File: src/rtl/imem_pkg.sv
// Shared types and sizing for the instruction-memory boot controller.
// Holds the controller state encoding and the memory geometry constants.
package imem_pkg;

  localparam int ADDR_W      = 6;
  localparam int DATA_W      = 32;
  localparam int MAX_WORDS   = 16;
  localparam int WORD_STRIDE = 4;

  typedef enum logic [1:0] {
    LOAD  = 2'd0,
    RUN   = 2'd1,
    HALT  = 2'd2,
    ERROR = 2'd3
  } state_t;

endpackage

File: src/rtl/imem_boot_ctrl.sv
// Boot loader and fetch-ownership controller for the instruction memory.
// Ports: clk/rst_n, ld_* valid/ready load stream, halt_req/reload_req,
// cpu_pc fetch address, cpu_rst_n core reset, mem_* memory port,
// state_o/words_loaded/err status.
module imem_boot_ctrl #(
  parameter int ADDR_W    = imem_pkg::ADDR_W,
  parameter int DATA_W    = imem_pkg::DATA_W,
  parameter int MAX_WORDS = imem_pkg::MAX_WORDS
) (
  input  logic              clk,
  input  logic              rst_n,
  input  logic              ld_valid,
  output logic              ld_ready,
  input  logic [DATA_W-1:0] ld_data,
  input  logic              ld_last,
  input  logic              halt_req,
  input  logic              reload_req,
  input  logic [ADDR_W-1:0] cpu_pc,
  output logic              cpu_rst_n,
  output logic              mem_we,
  output logic [ADDR_W-1:0] mem_addr,
  output logic [DATA_W-1:0] mem_wdata,
  output logic [1:0]        state_o,
  output logic [4:0]        words_loaded,
  output logic              err
);

  import imem_pkg::*;

  localparam logic [ADDR_W-1:0] STRIDE =
    ADDR_W'(WORD_STRIDE);
  localparam logic [ADDR_W-1:0] LAST_ADDR =
    ADDR_W'((MAX_WORDS - 1) * WORD_STRIDE);

  state_t            state;
  logic [ADDR_W-1:0] wptr;
  logic [ADDR_W-1:0] addrReg;
  logic              drain;
  logic              drainErr;
  logic              accept;

  assign accept  = ld_valid & ld_ready;
  assign state_o = state;

  // Fetch path bypasses the register so RUN stays single-cycle.
  assign mem_addr = (state == RUN) ? cpu_pc : addrReg;

  always_ff @(posedge clk) begin
    if (!rst_n) begin
      state        <= LOAD;
      wptr         <= '0;
      addrReg      <= '0;
      words_loaded <= '0;
      ld_ready     <= 1'b1;
      mem_we       <= 1'b0;
      mem_wdata    <= '0;
      cpu_rst_n    <= 1'b0;
      err          <= 1'b0;
      drain        <= 1'b0;
      drainErr     <= 1'b0;
    end else begin
      mem_we <= 1'b0;
      unique case (state)
        LOAD: begin
          // drain: the final write is on the port this cycle
          if (drain) begin
            drain <= 1'b0;
            if (drainErr) begin
              state <= ERROR;
              err   <= 1'b1;
            end else begin
              state     <= RUN;
              cpu_rst_n <= 1'b1;
            end
          end else if (accept) begin
            mem_we       <= 1'b1;
            addrReg      <= wptr;
            mem_wdata    <= ld_data;
            wptr         <= wptr + STRIDE;
            words_loaded <= words_loaded + 5'd1;
            if (ld_last || wptr == LAST_ADDR) begin
              drain    <= 1'b1;
              drainErr <= !ld_last;
              ld_ready <= 1'b0;
            end
          end
        end
        RUN: begin
          // Track the PC so HALT/ERROR hold the last fetch address.
          addrReg <= cpu_pc;
          if (cpu_pc[1:0] != 2'b00) begin
            state     <= ERROR;
            err       <= 1'b1;
            cpu_rst_n <= 1'b0;
          end else if (halt_req) begin
            state     <= HALT;
            cpu_rst_n <= 1'b0;
          end
        end
        HALT, ERROR: begin
          if (reload_req) begin
            state        <= LOAD;
            wptr         <= '0;
            words_loaded <= '0;
            ld_ready     <= 1'b1;
            err          <= 1'b0;
          end
        end
      endcase
    end
  end

endmodule

File: config.mk
export PLATFORM = sky130hd
export DESIGN_NAME = imem_boot_ctrl
export DESIGN_NICKNAME = d
export VERILOG_FILES = /design/src/rtl/imem_pkg.sv /design/src/rtl/imem_boot_ctrl.sv
export SDC_FILE = /design/constraint.sdc
export NUM_CORES = 1
export LEC_CHECK = 0
export ABC_AREA = 1
export CAP_MARGIN = 20
export CORE_ASPECT_RATIO = 0.75
export CORE_MARGIN = 8
export CORE_UTILIZATION = 38
export DETAILED_ROUTE_END_ITERATION = 8
export PLACE_DENSITY = 0.75
export SLEW_MARGIN = 15
export SYNTH_ARGS = -nofsm -noshare
export SYNTH_HDL_FRONTEND = slang
export SYNTH_SLANG_ARGS = --single-unit
export TNS_END_PERCENT = 100
File: constraint.sdc
create_clock -name clk -period 1.2 [get_ports clk]
set_clock_uncertainty 0.15 [all_clocks]
set_input_delay 0.24 -clock clk [delete_from_list [all_inputs] [get_ports clk]]
set_output_delay 0.24 -clock clk [all_outputs]
set_load 0.01 [all_outputs]
# Yosys cells after proc, flatten, opt, wreduce, memory -nomap -nowiden
# Cells that the tools add are included.
[word_totals] reg_bits=57 inputBits=44 out_inout_bits=49
[op_classes] addsub=2 n_eq_ne=13 muxes=37 bitwise=4 n_reduce_logical=16
[op_table] operator="2-to-1 mux 6 bit" count=6
[op_table] operator="case mux 6 bit (2 select lines)" count=2
[op_table] operator="2-to-1 mux 1 bit" count=16
[op_table] operator="AND reduction 4 bit" count=4
[op_table] operator="2-to-1 mux 5 bit" count=3
[op_table] operator="!= test 2 bit, second input constant" count=7
[op_table] operator="2-to-1 mux 2 bit" count=5
[op_table] operator="case mux 5 bit (2 select lines)" count=1
[op_table] operator="AND reduction 3 bit" count=3
[op_table] operator="adder 6 x 3 -> 6 bit, second input constant" count=1
[op_table] operator="equality test 6 bit, second input constant" count=1
[op_table] operator="case mux 2 bit (3 select lines)" count=1
[op_table] operator="nonzero test 2 bit" count=3
[op_table] operator="adder 5 x 1 -> 5 bit, second input constant" count=1
[op_table] operator="AND reduction 5 bit" count=1
[op_table] operator="equality test 2 bit, second input constant" count=2
[op_table] operator="case mux 1 bit (2 select lines)" count=2
[op_table] operator="!= test 3 x 2 -> 1 bit, second input constant" count=1
[op_table] operator="inverter 1 bit" count=3
[op_table] operator="case mux 1 bit (3 select lines)" count=1
[op_table] operator="OR reduction 3 bit" count=1
[op_table] operator="equality test 2 x 1 -> 1 bit, second input constant" count=1
[op_table] operator="zero test 2 bit" count=1
[op_table] operator="!= test 2 x 1 -> 1 bit, second input constant" count=1
[op_table] operator="4 further kinds" count=4

# Longest topological paths before layout
# Gate-level depths: netlist of run 1.
[depth] word_depth=6 mapped_depth=8 ltp_nobuf=8

# Least setup slack after synthesis of run 1
# No wires, ideal clock.
[synth_path] kind="register to output" startpoint="reg state[0], in the netlist state_o[0]" endpoint="out mem_addr[2]" arrival_time_ns=1.036 t_required_ns=0.810 setup_slack_ns=-0.226 path_stages_with_launch=4 cell_sequence="dfxtp_1 nand2_4 buf_2 o21ai_0"
[synth_via] elab_chain_len=2
[synth_lines] item="from (decl)" line_no="imem_boot_ctrl.sv:35" source="state_t state;"
[synth_lines] item="from (signal assigned)" line_no="imem_boot_ctrl.sv:50" source="state <= LOAD;"
[synth_lines] item="from (signal assigned)" line_no="imem_boot_ctrl.sv:69" source="state <= ERROR;"
[synth_lines] item="from (signal assigned)" line_no="imem_boot_ctrl.sv:72" source="state <= RUN;"
[synth_lines] item="equality test 2 x 1 -> 1 bit" line_no="imem_boot_ctrl.sv:46" source="assign mem_addr = (state == RUN) ? cpu_pc : addrReg;"
[synth_lines] item="2-to-1 mux 6 bit" line_no="imem_boot_ctrl.sv:46"
[synth_lines] item="to (decl)" line_no="imem_boot_ctrl.sv:21" source="output logic [ADDR_W-1:0] mem_addr,"
# Every way passes these cells.

# Worst setup path in the final report of run 1
[layout_path] startpoint="reg state[1], in the netlist state_o[1]" endpoint="out mem_addr[2]"
# The elaborated chain is that of the path after synthesis.

==> results of run 1 <==
## power breakdown
| group | internal, mW | switching (mW) |
|---|---|---|
| Sequential | 2.51 | 0.525 |
| Clock | 0.422 | 0.653 |
| Combinational | 4.05 | 3.72 |
## cell usage after synthesis (2+ instances only)
library cell | count | share of area
dfxtp_1 | 55 | 0.49
nand2_1 | 41 | 0.068
ha_1 | 3 | 0.017
a21oi_1 | 19 | 0.042
nand2_2 | 2 | 0.0055
o21ai_1 | 3 | 0.0066
nor2_1 | 89 | 0.15
o21ai_0 | 40 | 0.088
clkbuf_1 | 3 | 0.0050
buf_4 | 4 | 0.013
inv_1 | 27 | 0.045
buf_2 | 5 | 0.011
inv_2 | 5 | 0.0083
nand3_1 | 15 | 0.033
## per-stage QoR
stage               setup WS (ns)  area, um2  total power, mW
floorplan                 -0.0227       2300             4.70
global placement           -0.596       3550             6.78
detailed placement         -0.625       3550             6.86
CTS                        -0.382       4310             10.1
global route               -0.455       4870             12.4
finish                     -0.421       4870             11.9
## routing by layer
| layer | vias up | GRT usage | part of all wire | wire [um] |
|---|---|---|---|---|
| met5 | - | 0 | 0 | 0 |
| met4 | 0 | 0.0478 | 0.0085 | 89 |
| met3 | 6 | 0.0525 | 0.051 | 537 |
| met2 | 93 | 0.333 | 0.50 | 5300 |
| met1 | 1364 | 0.251 | 0.44 | 4600 |
| li1 | 1336 | - | - | - |
## tightest hold or removal path, cell delays in order (launching register included)
cell and delay, ns:
dfxtp_2 0.33, inv_1 0.06, a21oi_2 0.05
## registers in the layout, indices dropped and copies added (netlist names), 2 cells and up
signal and count:
mem_wdata 32, addrReg 6, words_loaded 5, wptr 4, state_o 2
## cell type report
class / count / area, um2 / area share
repair buffers: 171 / 1780 / 0.364
multi-input cells: 219 / 1600 / 0.328
flip-flops and latches: 55 / 1180 / 0.241
inverters: 32 / 135 / 0.0277
well taps: 78 / 97.6 / 0.0200
clock buffers: 6 / 72.6 / 0.0149
clock inverters: 2 / 17.5 / 0.00360
## worst paths after layout
| check | to | cells after the start |
|---|---|---|
| worst min register to register | err | 2 |
| worst min-delay path | err | 2 |
| worst max-delay path | mem_addr[2] | 5 |
| worst max register to register | cpu_rst_n | 7 |
## what timing repair did
| action | in CTS | in global routing |
|---|---|---|
| gates cloned | 7 | 5 |
| setup endpoints to repair | 104 | 95 |
| gates resized for setup | 401 | 95 |
| setup buffers | 11 | 24 |
| pin swaps | 43 | 14 |
## cell families after synthesis
family,count (synthesis)
AOI/OAI and AO/OA,62
adders and majority gates,3
xor gates and xnor gates,1
buffers and inverters,45
DFF,55
and+or+nand+nor,151
==> results.json, run 1 <==
{
  "cp_cell_sequence": "inv_6 -> nand2_8 -> buf_6 -> o21ai_2 -> buf_2",
  "finalCriticalPeriod_ns": 1.62,
  "tns_ns": -19.59,
  "fin_crit_sh": 1.35,
  "hold_start": "err",
  "syn2layout_area_growth_pct": 115,
  "synth_mux_area_frac": 0,
  "antenna_found_initial": 0,
  "drv_slew": 0,
  "max_cap_viol_count": 0,
  "hold_buffers": 0,
  "clk_path_buf_depth": 2,
  "worstSetupEndpointType": "output pin",
  "n_fill_cell": 300,
  "syn-num-nets": 364,
  "critPathLaunchType": "flop",
  "hold_ws_ns": 0.324,
  "yosys.area_share.simple": 0.270,
  "fp-row-count": 24,
  "tightest_slew_ns": 0.541,
  "synth-adder-area-share": 0.0166,
  "synth-compound-area-share": 0.137,
  "worst-r2r-setup-slack_ns": -0.38,
  "cp_slowest_cell": "dfxtp_4",
  "drive_above_1_share": 0.623,
  "place_inst": 511,
  "layout.nets": 531,
  "cts_tree": "done",
  "cellPowerDensity_nw_per_um2": 2440,
  "min_path_type": "reg -> reg",
  "die_w_um": 105,
  "clk_pin_slew_ns": 0.10,
  "synth_warnings": 0,
  "path_max_fanout": 6,
  "cts_root_buf": "clkbuf_8",
  "die_h_um": 82.9,
  "synth.distinct_cells": 20,
  "synth_edf_count": 0,
  "initial_core_util": 0.391,
  "synth_cells": 317,
  "p_leak_nw": 2.14,
  "finalHoldViolations": 0,
  "grt_pass1_vias": 2901,
  "ios": 93,
  "crit_path_start": "state_o[1]",
  "drtIter0Drc": 180,
  "cts_max_level": 2,
  "path_buf_inv": 3,
  "place.gp.congestion": 0.843,
  "grt_pass1_wl_mm": 14.5,
  "wl_mm": 10.5,
  "slowest_delay_ns": 0.37,
  "critPathKind": "reg -> out",
  "r2r-start": "state_o[1]",
  "cts.sinks": 55,
  "core_um2": 5800,
  "num_vias": 2799,
  "clock_latency_ns": 0.32,
  "instances_no_fill": 563,
  "fmax_ghz": 0.617,
  "grt_overflow": 0,
  "ys_seq_area_frac": 0.486,
  "crit_required_ns": 0.81,
  "ant_nets": 0,
  "vias_per_cell": 4.97,
  "path_delay_family": "flip-flops",
  "peakVddDrop_v": 0.00141,
  "cts_made_buffers": 5,
  "finalSetupViolCount": 65,
  "grt_use_total": 0.200,
  "syn_area_um2": 2270,
  "final_cell_mix": "buf_4 (46), buf_6 (45), clkdlybuf4s50_1 (42), nor2_1 (40)",
  "synth_seq_cells": 55,
  "die-area_um2": 8720,
  "synth_ff_type": "dfxtp_1",
  "ys_async_sr_fraction": 0,
  "violations": "negative setup slack",
  "dr.pass1.iters": 4,
  "syn_area_per_cell_um2": 7.15,
  "wl_per_cell_um": 18.7,
  "place_hpwl_mm": 4.95,
  "crit_arrival_ns": 1.23,
  "drc": 0,
  "status": "complete, but fails checks",
  "rsz0062_at_grt": "true",
  "setup_ws_ns": -0.421,
  "synth-xor-area-share": 0.00386,
  "max-slew-margin-rel": 0.639,
  "final_common_cell": "buf_4",
  "grt_max_degree": 35,
  "io_buffers": 92,
  "final_util": 0.840,
  "antenna_cells": 0,
  "synth_top_family_by_area": "simple AND/OR/NAND/NOR gates"
}
Power figures use the tool's default switching activity.
==> run 2, diff against run 1 <==
Settings changed: TNS_END_PERCENT 100 to unset.
==> results of run 2 <==
Same layout as run 1: the final DEF is identical, and so are final timing and power.
==> edit 1, RTL diff (settings of run 2) <==
Set the package constant `ADDR_W` to 7 (it was 6).
--- a/src/rtl/imem_pkg.sv
+++ b/src/rtl/imem_pkg.sv
@@ -2,7 +2,7 @@
 // Holds the controller state encoding and the memory geometry constants.
 package imem_pkg;
 
-  localparam int ADDR_W      = 6;
+  localparam int ADDR_W      = 7;
   localparam int DATA_W      = 32;
   localparam int MAX_WORDS   = 16;
   localparam int WORD_STRIDE = 4;
Interface: changed (resized cpu_pc and mem_addr); port bits go from 93 to 95. No check against the original RTL was run, so the function may have changed too.
==> edit 1 against run 2 <==
  * The run still ends with negative setup slack left
  * Synthesized area rose by 0.99%
  * Maximum frequency fell by 4.1%
  * Critical path type unchanged
  * Critical endpoint is now mem_addr[1]
  * Final area fell by 3.2%
  * Sequential cell count rose by 2
  * Via count fell by 2.1%
  * Wire length fell by 19%
  * Sequential power fell by 3%
  * Worst setup slack got worse by 0.068 ns
  * Largest cell class unchanged
  * Die area rose by 0.82%
  * Critical path depth rose by 1
  * Total power fell by 12%
  * Synthesized cell count rose by 0.63%
  * Global-route usage fell by 2.6 points
==> edit 1: results (changes against run 2) <==
status: finished with violations
violated checks: negative setup slack
DRT met1 WL: 3491 um (-24%)
FMAX: 591.9 MHz (-4.1%)
Pleak: 0.002142 uW (+0.24%)
post-CTS sizing: 285 (-29%)
placed insts: 516 (+0.98%)
Synth area leaders: dfxtp_1 50%, nor2_1 14%, nand2_1 11%, o21ai_0 9.4%, a21oi_1 3.1%
CP Data Arrival Time: 1.30 ns (+0.07 ns)
Post CTS Setup Buffer Count: 21 (+10)
post-DR vias/cell: 4.772 (-4.0%)
Seq group: 2940 uW (-3%)
placed inst area: 3636 um^2 (+2.3%)
GR Layer Usage met1: 19.54% (-5.5 points)
Post-synth ARST share: 0% (unchanged)
Sw Pwr: 3739 uW (-24%)
Cells after Synth: 319 (+0.63%)
CP max-delay cell: dfxtp_4
Comb power: 5950 uW (-23%)
complex-gate fraction of the synthesized area: 12.68% (-1.0 points)
M3 GR Usage: 9.259% (+4.0 points)
initial drt markers: 94 (-48%)
adder-cell share of the synthesized area: 1.093% (-0.56 points)
number of global-route vias before repair: 2,608 (-10%)
gr usage total: 17.38% (-2.6 points)
peak supply drop: 0.001439 V (+2.0%)
largest net degree at the start of global routing: 25 (-29%)
Worst Path Max Fanout: 5 (-1)
largest registers: mem_wdata x32, addrReg x7
number of port buffers: 94 (+2.2%)
Seq/Total Area, Yosys: 49.84% (+1.3 points)
met2 WL: 4119 um (-22%)
dpl ws: -0.6606 ns (-0.03550 ns)
Final setup viols: 66 (+1.5%)
Total Wirelength: 8498 um (-19%)
top cells by count, synth: 85 x nor2_1, 66 x nand2_1, 57 x dfxtp_1, 43 x o21ai_0, 17 x inv_1
Switching Fraction: 35.90% (-5.3 points)
CTS H-tree lvls: 3 (+1)
DR top layer: met4
layout cell share with drive strength beyond 1: 53.83% (-8.4 points)
Clock Pin Slew Worst Setup and Hold Paths: 0.06 ns (-0.04 ns)
setup slack after layout: -0.4894 ns (-0.06850 ns)
TNS Setup: -26.24 ns (-6.653 ns)
Worst-Margin Slew: 0.3345 ns (-0.2064 ns)
number of distinct library cells after synthesis: 21 (+5.0%)
XOR/XNOR Fraction of Synth Area: 0% (-0.39 points)
Fill cells: 387 (+29%)
syn_nets: 366 (+0.55%)
Final Wtd Congestion: 0.8225 (-2.4%)
CTS Buf Count: 9 (+4)
final core area utilization: 80.97% (-3.1 points)
# nets final: 539 (+1.5%)
met3 wire len: 852 um (+59%)
via count: 2,739 (-2.1%)
[edit 1: layout make-up]
cell class | count | area share (%)
clock buffer | 11 | 2.997
clock inverter | 4 | 0.4244
inverter | 19 | 1.618
multi-input combinational | 231 | 28.91
sequential | 57 | 25.52
tap | 78 | 2.069
timing repair buffer | 174 | 38.46
[edit 1: path summary, 6_finish.rpt]
| check | to | depth (start not counted) | slack (ns) | from |
|---|---|---|---|---|
| worst max-delay path | mem_addr[1] | 6 | -0.49 | state_o[0]$_SDFFE_PN0P_ |
| worst min-delay path | cpu_rst_n$_SDFFE_PN0P_ | 2 | 0.32 | cpu_rst_n$_SDFFE_PN0P_ |
| worst max register to register | mem_wdata[29]$_SDFFE_PN0P_ | 10 | -0.47 | state_o[0]$_SDFFE_PN0P_ |
| worst min register to register | cpu_rst_n$_SDFFE_PN0P_ | 2 | 0.32 | cpu_rst_n$_SDFFE_PN0P_ |
==> edit 2, RTL diff (config.mk and constraints of run 2) <==
Without the edit above. Reset style: asynchronous (`rst_n`), changed in one clocked block.
--- a/src/rtl/imem_boot_ctrl.sv
+++ b/src/rtl/imem_boot_ctrl.sv
@@ -45,7 +45,7 @@
   // Fetch path bypasses the register so RUN stays single-cycle.
   assign mem_addr = (state == RUN) ? cpu_pc : addrReg;
 
-  always_ff @(posedge clk) begin
+  always_ff @(posedge clk or negedge rst_n) begin
     if (!rst_n) begin
       state        <= LOAD;
       wptr         <= '0;
Check against the original RTL: differs if rst_n is asserted again (counterexample within 4 cycles, from zero or initial values and one cycle with rst_n low); with rst_n held inactive, the same outputs for 4 cycles.
==> edit 2 against run 2 <==
  * The flow still finishes with violations (negative setup slack)
  * Wire length shrank 12%
  * Worst setup slack lost 0.12 ns
  * Global-route usage shrank 3.0 points
  * Sequential share of layout area grew 5.3 points
  * Synthesized area grew 8.3%
  * First-iteration DRC count shrank 36%
  * Final area shrank 3.9%
  * Sequential cell count is the same
  * Combinational power shrank 5.3%
  * Core utilization shrank 9.6 points
  * Total power shrank 2.3%
  * Maximum frequency shrank 7.1%
  * Final cell count shrank 1.4%
  * Critical path type unchanged
  * Highest routed layer unchanged
==> edit 2: results (changes against run 2) <==
Final setup viols: 104 (+60%)
violated checks: negative setup slack
Final Wtd Congestion: 0.7904 (-6.2%)
Hold Path Class: primary input to async pin
Post CTS Setup Buffer Count: 22 (+11)
post-CTS sizing: 273 (-32%)
DRT met1 WL: 3747 um (-19%)
met2 WL: 4633 um (-13%)
peak supply drop: 0.001134 V (-20%)
dpl ws: -0.6872 ns (-0.06210 ns)
slew margin rel.: 77.49% (+14 points)
dpl hpwl: 5248 um (+6.1%)
placed inst area: 3749 um^2 (+5.5%)
initial drt markers: 116 (-36%)
layout cell share with drive strength beyond 1: 50.21% (-12 points)
number of distinct library cells after synthesis: 23 (+15%)
final cell count without fillers: 555 (-1.4%)
setup slack after layout: -0.5442 ns (-0.1233 ns)
CP Data Arrival Time: 1.35 ns (+0.12 ns)
Post-CTS Hold Buffers: 1 (+1)
Worst Path Max Fanout: 5 (-1)
Pleak: 0.002413 uW (+13%)
Synth area leaders: dfrtp_1 55%, nand2_1 24%, nand3_1 2.9%, o21ai_0 2.6%, nand4_1 1.8%
Avg Inst Size Synth: 8.242 um^2 (+15%)
R2R cell count: 8 (+1)
M3 GR Usage: 5.993% (+0.75 points)
gr usage total: 16.98% (-3.0 points)
GR Layer Usage met1: 21.17% (-3.9 points)
TNS Setup: -29.87 ns (-10.28 ns)
Post-synth ARST share: 100.0% (+100 points)
Seq/Total Area, Yosys: 56.09% (+7.5 points)
post-DR vias/cell: 4.825 (-2.9%)
CP Launch Point: state_o[0]$_DFFE_PN0P_
initial antenna violation count: 0 (unchanged)
status: finished with violations
syn_nets: 345 (-5.2%)
# nets final: 520 (-2.1%)
worst hold margin: 0.2990 ns (-0.02538 ns)
first-pass GRT wire length: 12,830 um (-11%)
top cells by count, synth: 155 x nand2_1, 54 x dfrtp_1, 14 x nand3_1, 13 x o21ai_0
met3 wire len: 725 um (+35%)
CP max-delay cell: dfrtp_2
Total Wirelength: 9239 um (-12%)
number of global-route vias before repair: 2,643 (-8.9%)
Worst path max stage delay: 0.48 ns (+0.11 ns)
largest net degree at the start of global routing: 56 (+60%)
## edit 2: cell type report
type,count,area (um^2)
Clock buffer,6,72.57
Clock inverter,2,12.51
Fill cell,454,1607
Inverter,14,72.57
Multi-Input combinational cell,222,1373
Sequential cell,55,1380
Tap cell,81,101.3
Timing Repair Buffer,175,1669
## edit 2: report_power, final
| part | switching (uW) | internal [uW] | total (uW) |
|---|---|---|---|
| logic | 3580 | 3780 | 7360 |
| registers | 609 | 2620 | 3230 |
| clock network | 617 | 410 | 1030 |
| total | 4800 | 6810 | 11600 |
## edit 2: kinds of logic (layout without fill, tap and decap cells)
family | count (synthesis) | after routing | synth area share (%)
xor gates and xnor gates | 2 | 2 | 0.7133
and+or+nand+nor | 192 | 194 | 32.15
buffers and inverters | 23 | 197 | 4.686
AOI/OAI and AO/OA | 23 | 23 | 4.839
DFF | 55 | 55 | 56.09
adders and majority gates | 3 | 3 | 1.528
